**src/rtl/alu_pkg.sv**
```systemverilog
// Shared definitions for the parameterised ALU: op codes, control states and
// the bit positions of the status flags.
package alu_pkg;

    // Operation select encodings
    localparam logic [3:0] OP_ADD  = 4'h0;
    localparam logic [3:0] OP_SUB  = 4'h1;
    localparam logic [3:0] OP_MUL  = 4'h2;
    localparam logic [3:0] OP_SHL  = 4'h3;
    localparam logic [3:0] OP_SHR  = 4'h4;
    localparam logic [3:0] OP_INCA = 4'h5;
    localparam logic [3:0] OP_INCB = 4'h6;
    localparam logic [3:0] OP_DECA = 4'h7;
    localparam logic [3:0] OP_DECB = 4'h8;
    localparam logic [3:0] OP_EQ   = 4'h9;
    localparam logic [3:0] OP_GT   = 4'hA;
    localparam logic [3:0] OP_LT   = 4'hB;
    localparam logic [3:0] OP_NOTA = 4'hC;
    localparam logic [3:0] OP_NOTB = 4'hD;
    localparam logic [3:0] OP_AND  = 4'hE;
    localparam logic [3:0] OP_OR   = 4'hF;

    // Control states of the ALU sequencer
    typedef enum logic [1:0] {
        IDLE = 2'd0,
        MUL  = 2'd1,
        DONE = 2'd2
    } alu_state_e;

    // Bit positions inside the 4-bit flag vector {V,N,C,Z}
    localparam int FLAG_Z = 0;
    localparam int FLAG_C = 1;
    localparam int FLAG_N = 2;
    localparam int FLAG_V = 3;

    // Places the individual flag bits at their fixed positions
    function automatic logic [3:0] pack_flags(input logic v, input logic n,
                                              input logic c, input logic z);
        logic [3:0] f;
        f         = 4'b0000;
        f[FLAG_V] = v;
        f[FLAG_N] = n;
        f[FLAG_C] = c;
        f[FLAG_Z] = z;
        return f;
    endfunction

endpackage

```
**src/rtl/alu_mul_seq.sv**
```systemverilog
// Sequential shift-add multiplier. The product register starts as {0, B}; each
// iteration conditionally adds A into the upper half and shifts right by one,
// so after ITERS iterations it holds the full 2*WIDTH-bit product. The first
// iteration is folded into the start cycle so the result is ready ITERS cycles
// after start, with a one-cycle done pulse alongside the last iteration.
module alu_mul_seq
    import alu_pkg::*;
#(
    parameter int WIDTH = 8,
    parameter int ITERS = WIDTH
) (
    input  logic                 CLK,
    input  logic                 RESET,
    input  logic                 start,
    input  logic [WIDTH-1:0]     op_a,
    input  logic [WIDTH-1:0]     op_b,
    output logic                 busy,
    output logic                 done,
    output logic [2*WIDTH-1:0]   product
);

    localparam int CNT_W = $clog2(ITERS + 1);
    localparam logic [CNT_W-1:0] CNT_ONE  = CNT_W'(1);
    localparam logic [CNT_W-1:0] CNT_LOAD = CNT_W'(ITERS - 1);

    logic [2*WIDTH-1:0] prod_r;
    logic [WIDTH-1:0]   mcand_r;
    logic [CNT_W-1:0]   cnt_r;
    logic               busy_r;
    logic               done_r;

    // One shift-add step: add multiplicand into the high half when the
    // current multiplier bit (LSB) is set, then shift everything right.
    function automatic logic [2*WIDTH-1:0] mul_step(input logic [2*WIDTH-1:0] p,
                                                    input logic [WIDTH-1:0]   m);
        logic [WIDTH:0] sum;
        sum = {1'b0, p[2*WIDTH-1:WIDTH]} + {1'b0, (p[0] ? m : {WIDTH{1'b0}})};
        return {sum, p[WIDTH-1:1]};
    endfunction

    // Iteration engine: load on start, step while busy, pulse done on the last step
    always_ff @(posedge CLK) begin
        if (RESET) begin
            prod_r  <= {(2*WIDTH){1'b0}};
            mcand_r <= {WIDTH{1'b0}};
            cnt_r   <= {CNT_W{1'b0}};
            busy_r  <= 1'b0;
            done_r  <= 1'b0;
        end else if (start) begin
            prod_r  <= mul_step({{WIDTH{1'b0}}, op_b}, op_a);
            mcand_r <= op_a;
            cnt_r   <= CNT_LOAD;
            busy_r  <= 1'b1;
            done_r  <= 1'b0;
        end else if (busy_r) begin
            prod_r <= mul_step(prod_r, mcand_r);
            cnt_r  <= cnt_r - CNT_ONE;
            if (cnt_r == CNT_ONE) begin
                busy_r <= 1'b0;
                done_r <= 1'b1;
            end else begin
                done_r <= 1'b0;
            end
        end else begin
            done_r <= 1'b0;
        end
    end

    assign busy    = busy_r;
    assign done    = done_r;
    assign product = prod_r;

endmodule

```
**src/rtl/param_alu.sv**
```systemverilog
// Parameterised ALU with valid/ready handshakes on both sides. Single-cycle
// ops complete in one cycle; multiply runs through the sequential shift-add
// unit. Results and flags are held in DONE until the consumer takes them.
module param_alu
    import alu_pkg::*;
#(
    parameter int WIDTH              = 8,
    parameter int MUL_CYCLES_PER_BIT = 1
) (
    input  logic             CLK,
    input  logic             RESET,
    input  logic             IN_VALID,
    output logic             IN_READY,
    input  logic [WIDTH-1:0] IN_A,
    input  logic [WIDTH-1:0] IN_B,
    input  logic [3:0]       ALU_Op_Code,
    output logic             OUT_VALID,
    input  logic             OUT_READY,
    output logic [WIDTH-1:0] OUT_RESULT,
    output logic [WIDTH-1:0] OUT_RESULT_HI,
    output logic [3:0]       OUT_FLAGS
);

    localparam int MUL_ITERS = WIDTH * MUL_CYCLES_PER_BIT;
    localparam logic [WIDTH-1:0] ONE_W  = {{(WIDTH-1){1'b0}}, 1'b1};
    localparam logic [WIDTH-1:0] ZERO_W = {WIDTH{1'b0}};

    alu_state_e state_r;
    alu_state_e state_nxt_s;

    logic             in_ready_r;
    logic             out_valid_r;
    logic [WIDTH-1:0] result_r;
    logic [WIDTH-1:0] result_hi_r;
    logic [3:0]       flags_r;

    logic [WIDTH-1:0] lhs_s;
    logic [WIDTH-1:0] rhs_s;
    logic             sub_s;
    logic [WIDTH-1:0] rhs_eff_s;
    logic [WIDTH:0]   sum_s;
    logic             ovf_s;
    logic [WIDTH-1:0] alu_res_s;
    logic             alu_c_s;
    logic             alu_v_s;

    logic               accept_s;
    logic               alu_load_s;
    logic               mul_start_s;
    logic               mul_load_s;
    logic               handoff_s;
    logic               mul_busy_s;
    logic               mul_done_s;
    logic [2*WIDTH-1:0] mul_prod_s;

    assign accept_s    = (state_r == IDLE) && IN_VALID;
    assign mul_start_s = accept_s && (ALU_Op_Code == OP_MUL);
    assign alu_load_s  = accept_s && (ALU_Op_Code != OP_MUL);
    assign mul_load_s  = (state_r == MUL) && mul_done_s;
    assign handoff_s   = (state_r == DONE) && out_valid_r && OUT_READY;

    alu_mul_seq #(
        .WIDTH (WIDTH),
        .ITERS (MUL_ITERS)
    ) u_mul (
        .CLK     (CLK),
        .RESET   (RESET),
        .start   (mul_start_s),
        .op_a    (IN_A),
        .op_b    (IN_B),
        .busy    (mul_busy_s),
        .done    (mul_done_s),
        .product (mul_prod_s)
    );

    // Operand routing for the shared adder/subtractor used by the arithmetic ops
    always_comb begin
        lhs_s = IN_A;
        rhs_s = IN_B;
        sub_s = 1'b0;
        case (ALU_Op_Code)
            OP_ADD:  begin lhs_s = IN_A; rhs_s = IN_B;  sub_s = 1'b0; end
            OP_SUB:  begin lhs_s = IN_A; rhs_s = IN_B;  sub_s = 1'b1; end
            OP_INCA: begin lhs_s = IN_A; rhs_s = ONE_W; sub_s = 1'b0; end
            OP_INCB: begin lhs_s = IN_B; rhs_s = ONE_W; sub_s = 1'b0; end
            OP_DECA: begin lhs_s = IN_A; rhs_s = ONE_W; sub_s = 1'b1; end
            OP_DECB: begin lhs_s = IN_B; rhs_s = ONE_W; sub_s = 1'b1; end
            default: begin lhs_s = IN_A; rhs_s = IN_B;  sub_s = 1'b0; end
        endcase
    end

    // Shared adder: bit WIDTH is carry for add and borrow for subtract
    always_comb begin
        rhs_eff_s = sub_s ? ~rhs_s : rhs_s;
        if (sub_s) begin
            sum_s = {1'b0, lhs_s} - {1'b0, rhs_s};
        end else begin
            sum_s = {1'b0, lhs_s} + {1'b0, rhs_s};
        end
        ovf_s = (lhs_s[WIDTH-1] == rhs_eff_s[WIDTH-1]) &&
                (sum_s[WIDTH-1] != lhs_s[WIDTH-1]);
    end

    // Single-cycle result, carry and overflow selection for every non-multiply op
    always_comb begin
        alu_res_s = ZERO_W;
        alu_c_s   = 1'b0;
        alu_v_s   = 1'b0;
        case (ALU_Op_Code)
            OP_ADD, OP_SUB, OP_INCA, OP_INCB, OP_DECA, OP_DECB: begin
                alu_res_s = sum_s[WIDTH-1:0];
                alu_c_s   = sum_s[WIDTH];
                alu_v_s   = ovf_s;
            end
            OP_SHL: begin
                alu_res_s = {IN_A[WIDTH-2:0], 1'b0};
                alu_c_s   = IN_A[WIDTH-1];
            end
            OP_SHR: begin
                alu_res_s = {1'b0, IN_A[WIDTH-1:1]};
                alu_c_s   = IN_A[0];
            end
            OP_EQ:   alu_res_s = {{(WIDTH-1){1'b0}}, (IN_A == IN_B)};
            OP_GT:   alu_res_s = {{(WIDTH-1){1'b0}}, (IN_A >  IN_B)};
            OP_LT:   alu_res_s = {{(WIDTH-1){1'b0}}, (IN_A <  IN_B)};
            OP_NOTA: alu_res_s = ~IN_A;
            OP_NOTB: alu_res_s = ~IN_B;
            OP_AND:  alu_res_s = IN_A & IN_B;
            OP_OR:   alu_res_s = IN_A | IN_B;
            default: alu_res_s = ZERO_W;
        endcase
    end

    // Next-state logic; a MUL state whose multiplier is neither busy nor done
    // falls back to IDLE rather than hanging
    always_comb begin
        state_nxt_s = state_r;
        case (state_r)
            IDLE: begin
                if (IN_VALID) begin
                    state_nxt_s = (ALU_Op_Code == OP_MUL) ? MUL : DONE;
                end else begin
                    state_nxt_s = IDLE;
                end
            end
            MUL: begin
                if (mul_done_s) begin
                    state_nxt_s = DONE;
                end else if (!mul_busy_s) begin
                    state_nxt_s = IDLE;
                end else begin
                    state_nxt_s = MUL;
                end
            end
            DONE: begin
                if (OUT_READY) begin
                    state_nxt_s = IDLE;
                end else begin
                    state_nxt_s = DONE;
                end
            end
            default: state_nxt_s = IDLE;
        endcase
    end

    // State register
    always_ff @(posedge CLK) begin
        if (RESET) begin
            state_r <= IDLE;
        end else begin
            state_r <= state_nxt_s;
        end
    end

    // Registered outputs: load on completion, clear valid on handoff, hold otherwise
    always_ff @(posedge CLK) begin
        if (RESET) begin
            in_ready_r  <= 1'b1;
            out_valid_r <= 1'b0;
            result_r    <= ZERO_W;
            result_hi_r <= ZERO_W;
            flags_r     <= 4'b0000;
        end else begin
            in_ready_r <= (state_nxt_s == IDLE);
            if (alu_load_s) begin
                out_valid_r <= 1'b1;
                result_r    <= alu_res_s;
                result_hi_r <= ZERO_W;
                flags_r     <= pack_flags(alu_v_s, alu_res_s[WIDTH-1], alu_c_s,
                                          (alu_res_s == ZERO_W));
            end else if (mul_load_s) begin
                out_valid_r <= 1'b1;
                result_r    <= mul_prod_s[WIDTH-1:0];
                result_hi_r <= mul_prod_s[2*WIDTH-1:WIDTH];
                flags_r     <= pack_flags(1'b0, mul_prod_s[WIDTH-1],
                                          (mul_prod_s[2*WIDTH-1:WIDTH] != ZERO_W),
                                          (mul_prod_s[WIDTH-1:0] == ZERO_W));
            end else if (handoff_s) begin
                out_valid_r <= 1'b0;
            end else begin
                out_valid_r <= out_valid_r;
            end
        end
    end

    assign IN_READY      = in_ready_r;
    assign OUT_VALID     = out_valid_r;
    assign OUT_RESULT    = result_r;
    assign OUT_RESULT_HI = result_hi_r;
    assign OUT_FLAGS     = flags_r;

endmodule

```
**config.mk**
```make
export PLATFORM = sky130hd
export DESIGN_NAME = param_alu
export DESIGN_NICKNAME = d
export VERILOG_FILES = /design/src/rtl/alu_pkg.sv /design/src/rtl/alu_mul_seq.sv /design/src/rtl/param_alu.sv
export SDC_FILE = /design/constraint.sdc
export NUM_CORES = 1
export LEC_CHECK = 0
export BUFFER_PORTS_ARGS = -buffer_cell sky130_fd_sc_hd__buf_2
export CORE_MARGIN = 2
export CORE_UTILIZATION = 47
export DETAILED_ROUTE_END_ITERATION = 10
export PLACE_DENSITY = 0.73
export SYNTH_ARGS = -nofsm -noshare
export SYNTH_HDL_FRONTEND = slang
export SYNTH_SLANG_ARGS = --single-unit
```
**constraint.sdc**
```tcl
create_clock -name CLK -period 6.8 [get_ports CLK]
set_input_delay 1.02 -clock CLK [delete_from_list [all_inputs] [get_ports CLK]]
set_output_delay 1.02 -clock CLK [all_outputs]
set_load 0.005 [all_outputs]
```
==> flow_summary.ini, run 1 <==
[placed_design]
place.gp.congestion = 1.02
hpwl_mm = 9.55
port_buffers = 45
dp_slack_ps = 1790

[pwr]
p_leak_nw = 1.92
vdd_ir_drop_max_v = 0.0000785
p_total_uw = 756
powerDensity_nw_per_um2 = 159

[clock_network]
clkTransAtPathRegs_ps = 100
htree_levels = 2
clk_path_buf_depth = 2
cts_tree = built
clk_latency_ps = 310
ctsHoldBuffers = 0
cts-root-buf = clkbuf_8
cts-resized-gates = 0
postCtsSetupBuffers = 0
clkSinkCount = 53
cts_buffers = 5

[finish]
n_fill_cell = 929
drive_gt1_frac = 0.112
fin_util = 0.516
antenna_cells = 0
register_area_sq_um = 1060
syn_to_final_growth_pct = 7.36
fin_nets = 682
multi_input_area_sq_um = 3060

[timing]
period_minus_slack_ps = 4790
fin_crit_sh = 0.705
slew_headroom = 0.243
setup_viol = 0
fmax_mhz = 209
grt_setup_unrepaired = false
setup_tns_ps = 0
hold_violations = 0
tightest_slew_ps = 1120
slew_viol_final = 0
finalClockSkew_ps = 9.25
timing.final.ws_setup_ps = 2010

[setup_path]
path_common_cell = a21oi_1
critPathMaxStageDelay_ps = 600
critPathMaxFanout = 43
cp.arrival_ps = 4950
slowest_stage = a21oi_1
endpoint_kind = flop
path_class = input port to flop
required_ps = 6960
startpoint_type = input port
r2r_slack_ps = 4130
path_buf_inv = 1
cp_top_family = compound AO/OA/AOI/OAI gates
path_cells = buf_2, or2_2, a21oi_1, nor2_1, a31oi_1, o21ai_0, ha_1, a21oi_1, a21oi_1, a2111oi_0, o31ai_2, xor2_1, a221oi_1, a211oi_1

[global_route]
grt_pass1_wl_mm = 20.5
grt_max_degree = 48
grt_pass1_vias = 3920
antenna_found_initial = 0
track_usage = 0.252
overflow = 0

[yosys]
syn_avg_cell_area_sq_um = 7.36
synth_area_sq_um = 4420
synth.net_count = 668
yosysWarnings = 0
synth_seq_cells = 53
synth-seq-area-share = 0.240
ys_types = 66
synth_cells = 600
synth-edff-count = 0
postSynth.asyncResetShare = 0
ys.flop_type = dfxtp_1

[floorplan]
die-area_sq_um = 10200
fp.coreArea_sq_um = 9200
core.rowCount = 35
fp.dieW_microns = 101
start_util = 0.480
pin_count = 46
die_h_microns = 101

[worst_hold_path]
min_path_type = flop to flop

[route]
wl_per_cell_microns = 17.7
postRouteAntennaNets = 0
routed_wl_mm = 12.8
drc_errors = 0
drt-pass1-iter-count = 5
drt_iter0_drc = 468
via_per_inst = 6.19
vias = 4492

[run]
drv_cap = 0

[status]
status = finished, final reports clean
[cell usage in the layout, fill, tap and decap left out, types with 3 or more instances in the layout]
cell type,synthesis,routed
nand2_1,89,89
a21oi_1,61,61
dfxtp_1,53,53
buf_2,3,45
ha_1,42,42
nor2_1,41,41
inv_1,37,37
o21ai_0,31,31
mux2i_1,17,17
nand3_1,14,14
a31oi_1,13,13
a211oi_1,13,13
o22ai_1,10,10
nor4_1,10,10
and2_1,9,9
xnor2_1,8,8
nor3_1,8,7
nor2b_1,6,6
xor2_1,6,6
and3_1,6,6
nor3b_1,5,5
nand3b_1,5,5
clkbuf_8,0,5
nor4b_1,4,4
or2_2,4,4
o211ai_1,4,4
a311oi_1,4,4
a22oi_1,4,4
a21o_1,3,3
nand2b_1,3,3
a221oi_1,3,3
o31ai_1,3,3
o21a_1,3,3
buf_4,1,3
[cell type report]
class | count | area share
well taps | 111 | 0.0293
clock buffers | 5 | 0.0145
clock inverters | 3 | 0.00554
flip-flops and latches | 53 | 0.224
repair buffers | 48 | 0.0522
inverters | 37 | 0.0293
multi-input cells | 469 | 0.645
[through the flow]
stage / std cells / hold WS (ps) / cell area, sq um
after floorplan: 600 / 432 / 4420
after global placement: 718 / 440 / 4650
after detailed placement: 718 / 443 / 4650
after CTS: 726 / 459 / 4740
after global routing: 726 / 485 / 4740
final: 726 / 456 / 4740
[flip-flops by register name, summed over array words and instances, names as in the netlist]
name / count
IN_READY: 1
OUT_FLAGS: 4
OUT_RESULT: 7
OUT_RESULT_HI: 8
OUT_VALID: 1
state_r: 2
u_mul.busy: 1
u_mul.cnt_r: 4
u_mul.done: 1
u_mul.mcand_r: 8
u_mul.product: 16
[final timing paths]
check / start / endpoint / cells after the start
setup / recovery: ALU_Op_Code[0] / OUT_FLAGS[2]$_SDFFE_PP0P_ / 14
hold / removal: u_mul.mcand_r[7]$_SDFFE_PP0P_ / u_mul.mcand_r[7]$_SDFFE_PP0P_ / 2
setup reg to reg: u_mul.product[0]$_SDFFE_PP0P_ / u_mul.product[13]$_SDFFE_PP0P_ / 11
hold reg to reg: u_mul.mcand_r[7]$_SDFFE_PP0P_ / u_mul.mcand_r[7]$_SDFFE_PP0P_ / 2
[logic make-up after synthesis]
group,synth area share
buffers and inverters,0.0680
and+or+nand+nor,0.233
muxes,0.0487
xor gates and xnor gates,0.0278
adders and majority gates,0.128
AOI/OAI and AO/OA,0.254
DFF,0.240
[Yosys cell counts (4+ instances only)]
master,instances,area [sq um]
nor4b_1,4,35.0
o21ai_0,31,155
nor3_1,8,40.0
xnor2_1,8,70.1
a31oi_1,13,81.3
nand3b_1,5,37.5
a22oi_1,4,30.0
or2_2,4,25.0
o211ai_1,4,30.0
o22ai_1,10,62.6
mux2i_1,17,170
nor2_1,41,154
and2_1,9,56.3
a21oi_1,61,305
a211oi_1,13,97.6
xor2_1,6,52.6
clkbuf_1,31,116
nand3_1,14,70.1
nor4_1,10,62.6
and3_1,6,37.5
nand2_1,89,334
nor3b_1,5,37.5
buf_1,6,22.5
ha_1,42,526
a311oi_1,4,35.0
dfxtp_1,53,1060
nor2b_1,6,37.5
inv_1,37,139
[worst min-delay path: cells and delay by family, from the launching register on]
kind | cells | cell delay, ps
AO/OA/AOI/OAI | 1 | 50
flip-flops | 1 | 320
AND/OR/NAND/NOR | 1 | 50
[where the power goes]
group,leakage (nW),switching [mW],internal [mW]
combinational,1.44,0.151,0.0894
clock,0.0423,0.112,0.0751
sequential,0.430,0.00748,0.321
total,1.92,0.270,0.486
[routing by layer]
metal,vias up,GRT usage,part of all wire
met1,2089,0.363,0.46
met2,193,0.380,0.44
met3,33,0.0319,0.066
met5,-,0,0
met4,0,0.101,0.034
li1,2177,-,-
Note: power is estimated with default switching activity, not from simulation.
==> run 2, diff against run 1 <==
Clock period 6.8 ns to 4.95 ns, I/O delays scaled along.
==> run 2 against run 1 <==
  * Cell count up 1.1%
  * Largest cell class unchanged
  * Flip-flop and latch count stayed put
  * Clock-buffer cell count unchanged
  * Largest power group unchanged
  * Critical path type unchanged
==> flow_summary.ini, run 2 (same netlist as run 1, synthesis figures left out) <==
[placed_design]
dp_slack_ps = 502
port_buffers = 45
hpwl_mm = 9.75
place_inst = 726
place.gp.congestion = 0.951
postPlaceCellArea_sq_um = 4710

[finish]
syn_to_final_growth_pct = 8.72
n_fill_cell = 903
mostFrequentLayoutCells = 89 x nand2_1, 61 x a21oi_1, 53 x dfxtp_1
stdcell_count = 734
design_area_sq_um = 4800
mostFrequentLayoutCell = nand2_1
antenna_cells = 0
largest_reg_flops = 16
fin_util = 0.522
drive_gt1_frac = 0.124
fin_nets = 690

[pwr]
powerDensity_nw_per_um2 = 218
combPwrFrac = 0.320
vdd_ir_drop_max_v = 0.000124
swShare = 0.359
switchingPower_uw = 376
p_int_uw = 671
pwr-share-clk = 0.248
p_total_mw = 1.05
seqPwrFrac = 0.431
p_leak_nw = 1.96

[global_route]
antenna_found_initial = 0
overflow = 0
grt_pass1_vias = 4099
grt_max_degree = 48
grt_pass1_wl_mm = 20.4
track_usage = 0.251

[route]
wl_per_cell_microns = 17.9
drt_iter0_drc = 468
via_per_inst = 6.16
vias = 4521
drt-pass1-iter-count = 5
drc_errors = 0
routed_wl_mm = 13.1
postRouteAntennaNets = 0

[clock_network]
cts_buffers = 5
clk_latency_ps = 310
clkSinkCount = 53
postCtsSetupBuffers = 0
htree_levels = 2
cts-resized-gates = 0
cts_tree = built
cts-root-buf = clkbuf_8
clk_path_buf_depth = 2
clkTransAtPathRegs_ps = 100
ctsHoldBuffers = 0

[status]
status = finished, final reports clean

[floorplan]
core.rowCount = 35
pin_count = 46
fp.dieW_microns = 101
die-area_sq_um = 10200
start_util = 0.480
die_h_microns = 101
fp.coreArea_sq_um = 9200

[setup_path]
cp.arrival_ps = 4370
critPathMaxFanout = 25
startpoint_type = input port
required_ps = 5110
path_class = input port to flop
endpoint_kind = flop

[timing]
fin_crit_sh = 0.849
grt_setup_unrepaired = false
timing.final.ws_setup_ps = 745
slew_headroom = 0.252
slew_viol_final = 0
fmax_mhz = 238
tightest_slew_ps = 1110
hold_violations = 0
period_minus_slack_ps = 4200
finalClockSkew_ps = 4.08
setup_tns_ps = 0
setup_viol = 0
holdWs_ps = 457

[run]
drv_cap = 0

[worst_hold_path]
min_path_type = flop to flop
run 2: final timing paths:
kind	startpoint	endpoint	slack, ps	cells after the start
setup / recovery	ALU_Op_Code[0]	OUT_FLAGS[2]$_SDFFE_PP0P_	750	12
hold / removal	OUT_RESULT_HI[0]$_SDFFE_PP0P_	OUT_RESULT_HI[0]$_SDFFE_PP0P_	460	2
setup reg to reg	u_mul.product[0]$_SDFFE_PP0P_	u_mul.product[13]$_SDFFE_PP0P_	2310	11
hold reg to reg	OUT_RESULT_HI[0]$_SDFFE_PP0P_	OUT_RESULT_HI[0]$_SDFFE_PP0P_	460	2
run 2: per-layer routing:
layer	share of wire	up-vias	track usage	wire length (microns)
met5	0	-	0	0
met4	0.040	0	0.107	520
met3	0.064	40	0.0257	843
met2	0.44	193	0.397	5820
met1	0.45	2103	0.348	5950
li1	-	2185	-	-
run 2: cell type report:
cell class                      count  area, sq um  area share
Sequential cell                    53         1060       0.221
Multi-Input combinational cell    469         3060       0.637
Inverter                           37          139      0.0289
Clock inverter                      3         26.3     0.00547
Timing Repair Buffer               56          308      0.0641
Clock buffer                        5         68.8      0.0143
Tap cell                          111          139      0.0289
run 2: power groups by stage:
stage / registers (mW) / clock network (mW) / logic [mW]
2_1_floorplan: 0.460 / 0 / 0.224
3_3_place_gp: 0.461 / 0 / 0.330
3_5_place_dp: 0.462 / 0 / 0.328
4_1_cts: 0.452 / 0.265 / 0.330
5_1_grt: 0.454 / 0.285 / 0.369
6_report: 0.452 / 0.260 / 0.336
run 2: critical path, cell delays in order:
cell and delay (ps):
buf_2 370, nor2b_1 120, a21oi_1 800, o21ai_0 180
ha_1 420, a21oi_1 270, a21oi_1 100, a2111oi_0 480
o31ai_2 150, xor2_1 210, a221oi_1 390, a211oi_1 120
==> run 3, diff against run 2 <==
Clock period 4.95 ns to 3.95 ns, I/O delays scaled along.
==> run 3 against run 2 <==
  * Largest cell class unchanged
  * Wire length is 0.61% higher
  * Non-clock buffer count is 20 higher
  * Largest power group unchanged
  * Cell count is 2.7% higher
  * Clock-buffer cell count stayed put
  * Combinational power is 35% higher
  * Global-route usage is 1.7 points higher
  * Design area is 3.2% higher
  * Clock power is 20% higher
==> flow_summary.ini, run 3 (same netlist as run 1, synthesis figures left out) <==
[status]
status = finished, final reports clean

[global_route]
overflow = 0
antenna_found_initial = 0
grt_pass1_wl_mm = 22.0
track_usage = 0.269
grt_max_degree = 48
grt_pass1_vias = 4431

[timing]
fmax_mhz = 267
slew_headroom = 0.439
fin_crit_sh = 0.948
setup_viol = 0
holdWs_ps = 456
hold_violations = 0
timing.final.ws_setup_ps = 206
slew_viol_final = 0
period_minus_slack_ps = 3740
grt_setup_unrepaired = false
tightest_slew_ps = 841
finalClockSkew_ps = 14.6
setup_tns_ps = 0

[floorplan]
die-area_sq_um = 10200
fp.coreArea_sq_um = 9200
die_h_microns = 101
fp.dieW_microns = 101
core.rowCount = 35
pin_count = 46
start_util = 0.480

[clock_network]
cts_tree = built
clk_latency_ps = 310
clk_path_buf_depth = 2
clkTransAtPathRegs_ps = 100
cts-root-buf = clkbuf_8
ctsHoldBuffers = 0
htree_levels = 2
cts_buffers = 5
clkSinkCount = 53

[placed_design]
port_buffers = 45
postPlaceCellArea_sq_um = 4850
place.gp.congestion = 0.968
hpwl_mm = 10.1
dp_slack_ps = -31.8
place_inst = 746

[setup_path]
required_ps = 4130
path_cells = buf_2, or2_2, a21oi_1, buf_4, a21oi_1, o21ai_0, ha_1, nand2_1, nor2_1, a2111oi_0, o31ai_2, xor2_1, buf_4, mux2i_1, o31ai_1
startpoint_type = input port
cp.arrival_ps = 3920
critPathMaxStageDelay_ps = 530
endpoint_kind = flop
path_class = input port to flop
critPathMaxFanout = 10
slowest_stage = a2111oi_0

[route]
drc_errors = 0
routed_wl_mm = 13.2
postRouteAntennaNets = 0
drt_iter0_drc = 406
wl_per_cell_microns = 17.5
drt-pass1-iter-count = 5
vias = 4573
via_per_inst = 6.06

[finish]
largest_reg_flops = 16
design_area_sq_um = 4960
fin_util = 0.539
antenna_cells = 0
drive_gt1_frac = 0.152
mostFrequentLayoutCells = 89 x nand2_1, 61 x a21oi_1, 53 x dfxtp_1
fin_nets = 710
mostFrequentLayoutCell = nand2_1
stdcell_count = 754
syn_to_final_growth_pct = 12.2

[pwr]
powerDensity_nw_per_um2 = 269
p_leak_nw = 2.06
vdd_ir_drop_max_v = 0.000163
p_total_mw = 1.33

[worst_hold_path]
min_path_type = flop to flop

[run]
drv_cap = 0
==> run 3: changes by cell type in the layout (fill, tap and decap cells not counted), sizes merged <==
| cell | previous run | this run |
|---|---|---|
| clkinvlp | 2 | 1 |
| clkinv | 0 | 1 |
| buf | 56 | 76 |
==> run 3: repair_timing <==
item / in CTS / in global routing
resized for setup: 0 / 2
buffers inserted: 0 / 0
endpoints found under the setup margin: 0 / 3
hold endpoints to repair: 0 / 0
==> run 3: layout make-up <==
cell class              count  area (sq um)
well taps                 111           139
repair buffers             76           458
fillers                   919          4240
clock inverters             3          25.0
clock buffers               5          68.8
flip-flops and latches     53          1060
multi-input cells         469          3070
inverters                  37           139
==> run 3: metal layers <==
| layer | vias to the layer above | global-route usage | share of wire |
|---|---|---|---|
| met3 | 30 | 0.0264 | 0.051 |
| met1 | 2150 | 0.372 | 0.46 |
| li1 | 2233 | - | - |
| met2 | 160 | 0.432 | 0.46 |
| met4 | 0 | 0.103 | 0.026 |
| met5 | - | 0 | 0 |
==> run 3: final timing paths <==
| check | start | endpoint | cells past startpoint | slack [ps] |
|---|---|---|---|---|
| setup / recovery | ALU_Op_Code[0] | OUT_FLAGS[3]$_SDFFE_PP0P_ | 15 | 210 |
| hold / removal | u_mul.mcand_r[0]$_SDFFE_PP0P_ | u_mul.mcand_r[0]$_SDFFE_PP0P_ | 2 | 460 |
| setup reg to reg | u_mul.product[0]$_SDFFE_PP0P_ | u_mul.product[13]$_SDFFE_PP0P_ | 11 | 1280 |
| hold reg to reg | u_mul.mcand_r[0]$_SDFFE_PP0P_ | u_mul.mcand_r[0]$_SDFFE_PP0P_ | 2 | 460 |
==> run 3: worst max-delay path, delay by kind of cell <==
family                     cells  cell delay, ps
muxes                          1             180
AOI/OAI and AO/OA              6            1510
adders and majority gates      1             340
and+or+nand+nor                3             450
buffers and inverters          3             550
xor gates and xnor gates       1             300
==> run 3: where the power goes <==
part / total (mW) / switching, mW / internal (mW)
registers: 0.566 / 0.0132 / 0.553
logic: 0.453 / 0.272 / 0.181
clock network: 0.312 / 0.184 / 0.128
